===== config.mk =====
export PLATFORM = sky130hd
export DESIGN_NAME = button_event_decoder
export DESIGN_NICKNAME = d
export VERILOG_FILES = /design/src/rtl/button_pkg.sv /design/src/rtl/button_event_reg.sv /design/src/rtl/button_event_decoder.sv
export SDC_FILE = /design/constraint.sdc
export NUM_CORES = 1
export LEC_CHECK = 0
export ABC_CLOCK_PERIOD_IN_PS = 3700
export CORE_MARGIN = 2
export CORE_UTILIZATION = 60
export DETAILED_ROUTE_END_ITERATION = 7
export PLACE_DENSITY = 0.79
export SETUP_SLACK_MARGIN = 0.2
export SLEW_MARGIN = 10
export SYNTH_ARGS = -nofsm -noshare
export SYNTH_HDL_FRONTEND = slang
export SYNTH_SLANG_ARGS = --single-unit

===== constraint.sdc =====
create_clock -name clk -period 3.7 [get_ports clk]
set_clock_uncertainty 0.1 [all_clocks]
set_input_delay 0.74 -clock clk [delete_from_list [all_inputs] [get_ports clk]]
set_output_delay 0.74 -clock clk [all_outputs]
set_load 0.05 [all_outputs]

===== src/rtl/button_pkg.sv =====
// Shared types for the button gesture decoder: event codes and FSM states.
package button_pkg;

    localparam int unsigned CNT_W  = 32;
    localparam int unsigned CODE_W = 3;

    typedef enum logic [CODE_W-1:0] {
        EV_NONE         = 3'd0,
        EV_SHORT        = 3'd1,
        EV_DOUBLE       = 3'd2,
        EV_LONG_START   = 3'd3,
        EV_REPEAT       = 3'd4,
        EV_LONG_RELEASE = 3'd5
    } event_code_t;

    typedef enum logic [2:0] {
        IDLE,
        PRESS1,
        GAP,
        LONG,
        WAIT_REL
    } btn_state_t;

endpackage


===== src/rtl/button_event_reg.sv =====
// Held valid/code register with ack handshake and a sticky overflow flag.
// It is reusable by any event source that pulses load for one cycle.
module button_event_reg
    import button_pkg::*;
(
    input  logic        clk,
    input  logic        rst,
    input  logic        load,
    input  event_code_t load_code,
    input  logic        ack,
    output logic        valid,
    output event_code_t code,
    output logic        overflow
);

    // An ack only counts while an event is pending. A load alongside an
    // accepted ack replaces the event; a load while pending and unacked is dropped.
    always_ff @(posedge clk or posedge rst) begin
        if (rst) begin
            valid    <= 1'b0;
            code     <= EV_NONE;
            overflow <= 1'b0;
        end else if (load) begin
            if (!valid || ack) begin
                valid    <= 1'b1;
                code     <= load_code;
                overflow <= 1'b0;
            end else begin
                overflow <= 1'b1;
            end
        end else if (valid && ack) begin
            valid    <= 1'b0;
            code     <= EV_NONE;
            overflow <= 1'b0;
        end
    end

endmodule


===== src/rtl/button_event_decoder.sv =====
// Classifies a debounced button level into short, double, long-start,
// repeat and long-release gesture events, presented through a held valid/ack register.
module button_event_decoder
    import button_pkg::*;
#(
    parameter int unsigned LONG_CYCLES       = 32'd50000000,
    parameter int unsigned DOUBLE_GAP_CYCLES = 32'd15000000,
    parameter int unsigned REPEAT_CYCLES     = 32'd10000000
) (
    input  logic       clk,
    input  logic       rst,
    input  logic       button_level,
    output logic       event_valid,
    output logic [2:0] event_code,
    input  logic       event_ack,
    output logic       overflow,
    output logic       pressed
);

    localparam logic [CNT_W-1:0] LONG_LAST   = CNT_W'(LONG_CYCLES - 1);
    localparam logic [CNT_W-1:0] GAP_LAST    = CNT_W'(DOUBLE_GAP_CYCLES - 1);
    localparam logic [CNT_W-1:0] REPEAT_LAST = CNT_W'(REPEAT_CYCLES - 1);

    btn_state_t       state, state_nxt;
    logic [CNT_W-1:0] count, count_nxt;
    logic             btn_q;
    logic             rise_c, fall_c;
    logic             emit_c;
    event_code_t      emit_code_c;
    event_code_t      ev_code;

    assign rise_c  = button_level & ~btn_q;
    assign fall_c  = ~button_level & btn_q;
    assign pressed = btn_q;

    always_ff @(posedge clk or posedge rst) begin
        if (rst) begin
            state <= IDLE;
            count <= '0;
            btn_q <= 1'b0;
        end else begin
            state <= state_nxt;
            count <= count_nxt;
            btn_q <= button_level;
        end
    end

    // Every compare that fires clears the counter, so it never wraps.
    always_comb begin
        state_nxt   = state;
        count_nxt   = count;
        emit_c      = 1'b0;
        emit_code_c = EV_NONE;
        case (state)
            IDLE: begin
                if (rise_c) begin
                    state_nxt = PRESS1;
                    count_nxt = '0;
                end
            end
            PRESS1: begin
                if (fall_c) begin
                    state_nxt = GAP;
                    count_nxt = '0;
                end else if (count == LONG_LAST) begin
                    emit_c      = 1'b1;
                    emit_code_c = EV_LONG_START;
                    state_nxt   = LONG;
                    count_nxt   = '0;
                end else begin
                    count_nxt = count + CNT_W'(1);
                end
            end
            GAP: begin
                if (rise_c) begin
                    emit_c      = 1'b1;
                    emit_code_c = EV_DOUBLE;
                    state_nxt   = WAIT_REL;
                    count_nxt   = '0;
                end else if (count == GAP_LAST) begin
                    emit_c      = 1'b1;
                    emit_code_c = EV_SHORT;
                    state_nxt   = IDLE;
                    count_nxt   = '0;
                end else begin
                    count_nxt = count + CNT_W'(1);
                end
            end
            LONG: begin
                // Release wins over a repeat falling due in the same cycle.
                if (fall_c) begin
                    emit_c      = 1'b1;
                    emit_code_c = EV_LONG_RELEASE;
                    state_nxt   = IDLE;
                    count_nxt   = '0;
                end else if (count == REPEAT_LAST) begin
                    emit_c      = 1'b1;
                    emit_code_c = EV_REPEAT;
                    count_nxt   = '0;
                end else begin
                    count_nxt = count + CNT_W'(1);
                end
            end
            WAIT_REL: begin
                if (fall_c) begin
                    state_nxt = IDLE;
                    count_nxt = '0;
                end
            end
            default: begin
                state_nxt = IDLE;
                count_nxt = '0;
            end
        endcase
    end

    button_event_reg u_event_reg (
        .clk       (clk),
        .rst       (rst),
        .load      (emit_c),
        .load_code (emit_code_c),
        .ack       (event_ack),
        .valid     (event_valid),
        .code      (ev_code),
        .overflow  (overflow)
    );

    assign event_code = ev_code;

endmodule

==> flow_summary.json, run 1 <==
{
  "cap_violations": 0,
  "outcome": "finished clean",
  "p_leak_nw": 1.038,
  "hold_path_startpoint": "u_event_reg.code[2]",
  "drt_iter0_markers": 162,
  "final_util_pct": 67.77,
  "start_util_pct": 61.94,
  "total_power_mw": 1.492,
  "r2r_end": "count[7]",
  "cts_tree": "done",
  "globalplace.congestion": 0.9570,
  "via_per_inst": 6.112,
  "ys_warn_count": 0,
  "met1Wirelength_um": 2545,
  "grt_pass1_vias": 1952,
  "dr_wl_met3_um": 291,
  "period_share_pct": 79.13,
  "setup-violations-final": 0,
  "syn_inst": 286,
  "synth-seq-cells": 41,
  "rows": 23,
  "powerDensity_nw_per_um2": 554.2,
  "dpl.hpwl_um": 3903,
  "r2r-start": "count[6]",
  "synth_top_cell_by_area": "dfrtp_1",
  "period_minus_slack_ns": 2.928,
  "ctsHoldBuffers": 0,
  "cts_resized": 0,
  "min_path_type": "flip-flop to flip-flop",
  "hold_violations": 0,
  "synthDistinctLibCells": 45,
  "synth_top_flop_cell": "dfrtp_1",
  "syn-num-nets": 291,
  "critical_path_class": "flip-flop to flip-flop",
  "via_count": 2121,
  "drive_gt1_share_pct": 7.071,
  "cts.sinks": 41,
  "wire_per_inst_um": 15.47,
  "crit_required_ns": 3.78,
  "wl_met2_um": 2456,
  "yosysTopAreaCellShare_pct": 41.71,
  "synth_common_cells": "dfrtp_1, nor2_1, nand2_1",
  "htree_num_levels": 2,
  "end_kind": "flip-flop",
  "clock-root-buffer": "clkbuf_8",
  "drc": 0,
  "nets": 302,
  "grt_setup_unrepaired": "false",
  "yosys-top-cells-area": "dfrtp_1, nor2_1, nor3_1, nand2_1, xnor2_1",
  "wl_um": 5368,
  "timing.fmax_mhz": 341.5,
  "netSwitchingFraction_pct": 42.05,
  "io-pin-count": 10,
  "highest_layer": "met4",
  "insertion_delay_ns": 0.30,
  "worst-r2r-setup-slack_ns": 0.77,
  "crit_path_start_kind": "flip-flop",
  "portBuffers": 9,
  "syn_avg_cell_area_um2": 8.601,
  "antenna_found_initial": 0,
  "slew_headroom_pct": 61.42,
  "die_h_um": 68.03,
  "cts_buffers": 5,
  "p_int_mw": 0.8644,
  "die_w_um": 68.03,
  "worst_pin_slew_ns": 0.5787,
  "synth_edf_count": 0,
  "grt_use_total_pct": 26.50,
  "ant_nets": 0,
  "pwr-share-comb_pct": 41.2,
  "grt_pass1_wl_um": 9170,
  "gr-total-overflow": 0,
  "cp_max_fo": 25,
  "tns_ns": 0,
  "p_clk_share_pct": 20.0,
  "diodes": 0,
  "dieArea_um2": 4628,
  "worstHoldEndpoint": "u_event_reg.code[2]",
  "ff2ff_path_depth": 7,
  "min_path_cells": 1,
  "core_um2": 3971,
  "seqPwrFrac_pct": 38.8,
  "yosysMostFrequentCell": "dfrtp_1",
  "ir_drop_mv": 0.2819,
  "cts_setup_buffers": 0,
  "critPathArrivalTime_ns": 3.01,
  "dr.pass1.iters": 4,
  "area_growth_pct": 9.410,
  "syn_area_um2": 2460,
  "slew_viol_final": 0,
  "async_flop_share_pct": 100.0,
  "yosysSeqAreaShare_pct": 41.71,
  "clk_pin_slew_ns": 0.08,
  "grt_max_degree": 26,
  "clock_path_buffers": 2,
  "p_sw_mw": 0.6271
}
## placed cells by master (no fill, tap or decap), types with 3 or more instances in the layout
cell,netlist,layout
dfrtp_1,41,41
or4_1,3,3
nand4_1,14,14
a21o_1,3,3
o31ai_1,3,3
nor4_1,5,5
nand2_1,33,33
nor3_1,26,26
mux2i_1,4,4
nor4b_1,3,3
a211oi_1,3,3
buf_4,0,7
o21ai_0,8,8
xnor2_1,12,12
clkbuf_8,0,6
and4_1,4,4
nand2b_1,6,6
clkdlybuf4s50_1,0,9
nor2b_1,4,4
nor2_1,36,36
a21oi_1,8,8
inv_1,10,10
xor2_1,7,7
nand3_1,12,12
## worst max-delay path, cell delays in order (launching register included)
cell and delay (ns):
dfrtp_1 0.46, or4b_1 0.54, or4_4 0.52, nor3_4 0.29, o32ai_2 0.20, nor3_4 0.25
buf_4 0.31, o21ai_0 0.14
## state kept, by name, summed over array words and instances (netlist names)
signal,cells
u_event_reg.code,3
state,3
pressed,1
count,32
u_event_reg.overflow,1
u_event_reg.valid,1
## through the flow
stage / area, um2 / std cells / hold WS, ns / worst slack, ns
floorplan: 2460 / 286 / 0.3865 / 1.097
global placement: 2605 / 340 / 0.3777 / 0.7435
detailed placement: 2605 / 340 / 0.4019 / 0.6732
CTS: 2691 / 347 / 0.4191 / 0.7952
global route: 2691 / 347 / 0.4262 / 0.6279
finish: 2691 / 347 / 0.4124 / 0.7721
## layer usage
layer | vias up | global-route usage (%)
met1 | 1000 | 36.03
met2 | 63 | 40.53
met3 | 7 | 6.414
met4 | 0 | 10.75
met5 | - | 0
li1 | 1051 | -
## power by group through the flow
stage	clock network, mW	logic, mW	registers, mW
floorplan	0	0.401	0.644
detailed placement	0	0.612	0.588
finish	0.299	0.614	0.578
CTS	0.302	0.616	0.577
global route	0.324	0.669	0.588
global placement	0	0.606	0.584
## final cells by class
class | instances | area (um2)
Timing Repair Buffer | 16 | 142.6
Inverter | 10 | 37.54
Sequential cell | 41 | 1026
Fill cell | 340 | 1280
Clock buffer | 7 | 86.33
Tap cell | 50 | 62.56
Multi-Input combinational cell | 223 | 1336
## how the worst max path moves through the flow
stage | endpoint | from | cells past startpoint
3_3_place_gp | count[29] | button_level | 8
6_report | count[7] | count[6] | 7
5_1_grt | count[7] | count[6] | 7
4_1_cts | count[7] | count[6] | 7
3_5_place_dp | count[6] | button_level | 8
2_1_floorplan | count[4] | count[6] | 7
## cells by family (layout without fill, tap and decap cells)
logic type               after synthesis  count (layout)  share of synthesized area (%)
AND/OR/NAND/NOR                      161             161                          34.69
flip-flops                            41              41                          41.71
AO/OA/AOI/OAI                         38              38                          10.73
buffers and inverters                 22              33                          3.968
XOR/XNOR                              19              19                          6.765
multiplexers                           4               4                          1.628
adder cells (fa/ha/maj)                1               1                         0.5086
No activity file was read; power rests on OpenSTA's default activity.
==> inputs of run 2 (changes only) <==
--- a/config.mk
+++ b/config.mk
@@ -5,7 +5,7 @@
 export SDC_FILE = /design/constraint.sdc
 export NUM_CORES = 1
 export LEC_CHECK = 0
-export ABC_CLOCK_PERIOD_IN_PS = 3700
+export ABC_CLOCK_PERIOD_IN_PS = 3100
 export CORE_MARGIN = 2
 export CORE_UTILIZATION = 60
 export DETAILED_ROUTE_END_ITERATION = 7
==> constraint.sdc (replaced) <==
create_clock -name clk -period 3.1 [get_ports clk]
set_clock_uncertainty 0.1 [all_clocks]
set_input_delay 0.62 -clock clk [delete_from_list [all_inputs] [get_ports clk]]
set_output_delay 0.62 -clock clk [all_outputs]
set_load 0.05 [all_outputs]
==> run 2 against run 1 <==
Non-clock buffer count grew 1. First-iteration DRC count grew 53%. Critical path depth is the same. Critical path type unchanged. Critical endpoint is now count[4].
==> flow_summary.json, run 2 (same netlist as run 1, synthesis figures left out) <==
{
  "netSwitchingFraction_pct": 42.40,
  "clock-root-buffer": "clkbuf_8",
  "io-pin-count": 10,
  "via_per_inst": 6.158,
  "worst_pin_slew_ns": 0.5388,
  "p_clk_share_pct": 20.5,
  "p_leak_nw": 1.053,
  "ff2ff_path_depth": 7,
  "fillers": 323,
  "drive_gt1_share_pct": 8.027,
  "endpoint": "count[4]",
  "rows": 23,
  "drc": 0,
  "wl_um": 5612,
  "cts.sinks": 41,
  "critical_path_class": "flip-flop to flip-flop",
  "layout_common_cells": "dfrtp_1, nor2_1, nand2_1",
  "die_h_um": 68.03,
  "slew_viol_final": 0,
  "r2r_end": "count[4]",
  "hold_violations": 0,
  "slew_headroom_pct": 64.00,
  "r2r-start": "count[6]",
  "cts_setup_buffers": 0,
  "globalplace.congestion": 0.9402,
  "largest_register_ffs": 32,
  "crit_path_start_kind": "flip-flop",
  "cts_buffers": 5,
  "cap_violations": 0,
  "timing.fmax_mhz": 352.3,
  "insertion_delay_ns": 0.31,
  "dieArea_um2": 4628,
  "htree_num_levels": 2,
  "die_w_um": 68.03,
  "gr-total-overflow": 0,
  "worst-r2r-setup-slack_ns": 0.26,
  "p_int_mw": 1.056,
  "diodes": 0,
  "area_growth_pct": 10.63,
  "seqPwrFrac_pct": 37.8,
  "grt_setup_unrepaired": "false",
  "end_kind": "flip-flop",
  "core_um2": 3971,
  "dr.pass1.iters": 4,
  "clock_path_buffers": 2,
  "wire_per_inst_um": 16.08,
  "grt_max_degree": 42,
  "outcome": "finished clean",
  "setup-violations-final": 0,
  "tns_ns": 0,
  "powerDensity_nw_per_um2": 673.7,
  "final_cell_count_no_fill": 349,
  "place_ws_ns": 0.1963,
  "final_common_cell": "dfrtp_1",
  "clk_pin_slew_ns": 0.08,
  "ant_nets": 0,
  "reg.largest.list": "count: 32 flops, state: 3 flops, u_event_reg.code: 3 flops",
  "ctsHoldBuffers": 0,
  "portBuffers": 9,
  "dpl.hpwl_um": 3953,
  "critPathArrivalTime_ns": 2.90,
  "nets": 303,
  "period_share_pct": 91.55,
  "antenna_found_initial": 0,
  "ir_drop_mv": 0.3705,
  "crit_required_ns": 3.16,
  "dp_cells": 341,
  "grt_pass1_wl_um": 9494,
  "via_count": 2149,
  "fin_ws_ns": 0.2618,
  "p_sw_mw": 0.7774,
  "startpoint": "count[6]",
  "period_minus_slack_ns": 2.838,
  "pwr-share-comb_pct": 41.7,
  "cts_tree": "done",
  "cp_max_fo": 11,
  "drt_iter0_markers": 248,
  "min_path_type": "flip-flop to flip-flop",
  "grt_pass1_vias": 2016,
  "start_util_pct": 61.94,
  "cts_resized": 0,
  "regMostFlops": "count",
  "grt_use_total_pct": 27.40,
  "final_util_pct": 68.53
}
==> run 2: cell types whose count changed in the layout (fill, tap and decap cells not counted), sizes merged <==
cell	before	now
buf	7	8
clkbuf	7	6
clkinv	0	2
==> run 2: power by group through the flow <==
| stage | logic [mW] | registers, mW | clock network, mW |
|---|---|---|---|
| floorplan | 0.479 | 0.768 | 0 |
| global placement | 0.751 | 0.695 | 0 |
| detailed placement | 0.767 | 0.700 | 0 |
| CTS | 0.768 | 0.688 | 0.383 |
| global route | 0.841 | 0.706 | 0.410 |
| finish | 0.765 | 0.692 | 0.376 |
==> run 2: per-stage QoR <==
step	instance area [um2]	power [mW]	hold slack, ns
after floorplan	2460	1.247	0.3865
after global placement	2625	1.447	0.3703
after detailed placement	2625	1.467	0.3730
after CTS	2721	1.840	0.3913
after global routing	2721	1.957	0.4097
final	2721	1.833	0.3918
==> run 2: critical path: stages, from the launching register on <==
cell     delay, ns
dfrtp_1       0.46
or4b_1        0.54
or4_4         0.52
nor3_4        0.28
o32ai_2       0.16
buf_4         0.21
nor2_1        0.28
o32ai_1       0.15
==> run 2: final cells by class <==
| class | count | area (um2) | area share (%) |
|---|---|---|---|
| Clock buffer | 6 | 82.58 | 3.034 |
| Clock inverter | 2 | 13.76 | 0.5057 |
| Inverter | 10 | 37.54 | 1.379 |
| Multi-Input combinational cell | 223 | 1336 | 49.10 |
| Sequential cell | 41 | 1026 | 37.70 |
| Tap cell | 50 | 62.56 | 2.299 |
| Timing Repair Buffer | 17 | 162.7 | 5.977 |
==> run 2: worst min-delay path by stage <==
stage | start | to | slack [ns] | cells past startpoint
after global routing | u_event_reg.code[2] | u_event_reg.code[2] | 0.41 | 1
after global placement | u_event_reg.code[2] | u_event_reg.code[2] | 0.37 | 1
after floorplan | count[0] | count[0] | 0.39 | 1
final | u_event_reg.code[2] | u_event_reg.code[2] | 0.39 | 1
after CTS | u_event_reg.code[2] | u_event_reg.code[2] | 0.39 | 1
after detailed placement | u_event_reg.code[2] | u_event_reg.code[2] | 0.37 | 1
==> run 2: layer usage <==
metal	share of wire [%]	up-vias	routed length [um]	GRT usage, %
met2	47	85	2649	42.72
met5	0	-	0	0
met4	1.9	0	106	9.500
met3	6.8	12	384	5.263
li1	-	1047	-	-
met1	44	1005	2472	38.15
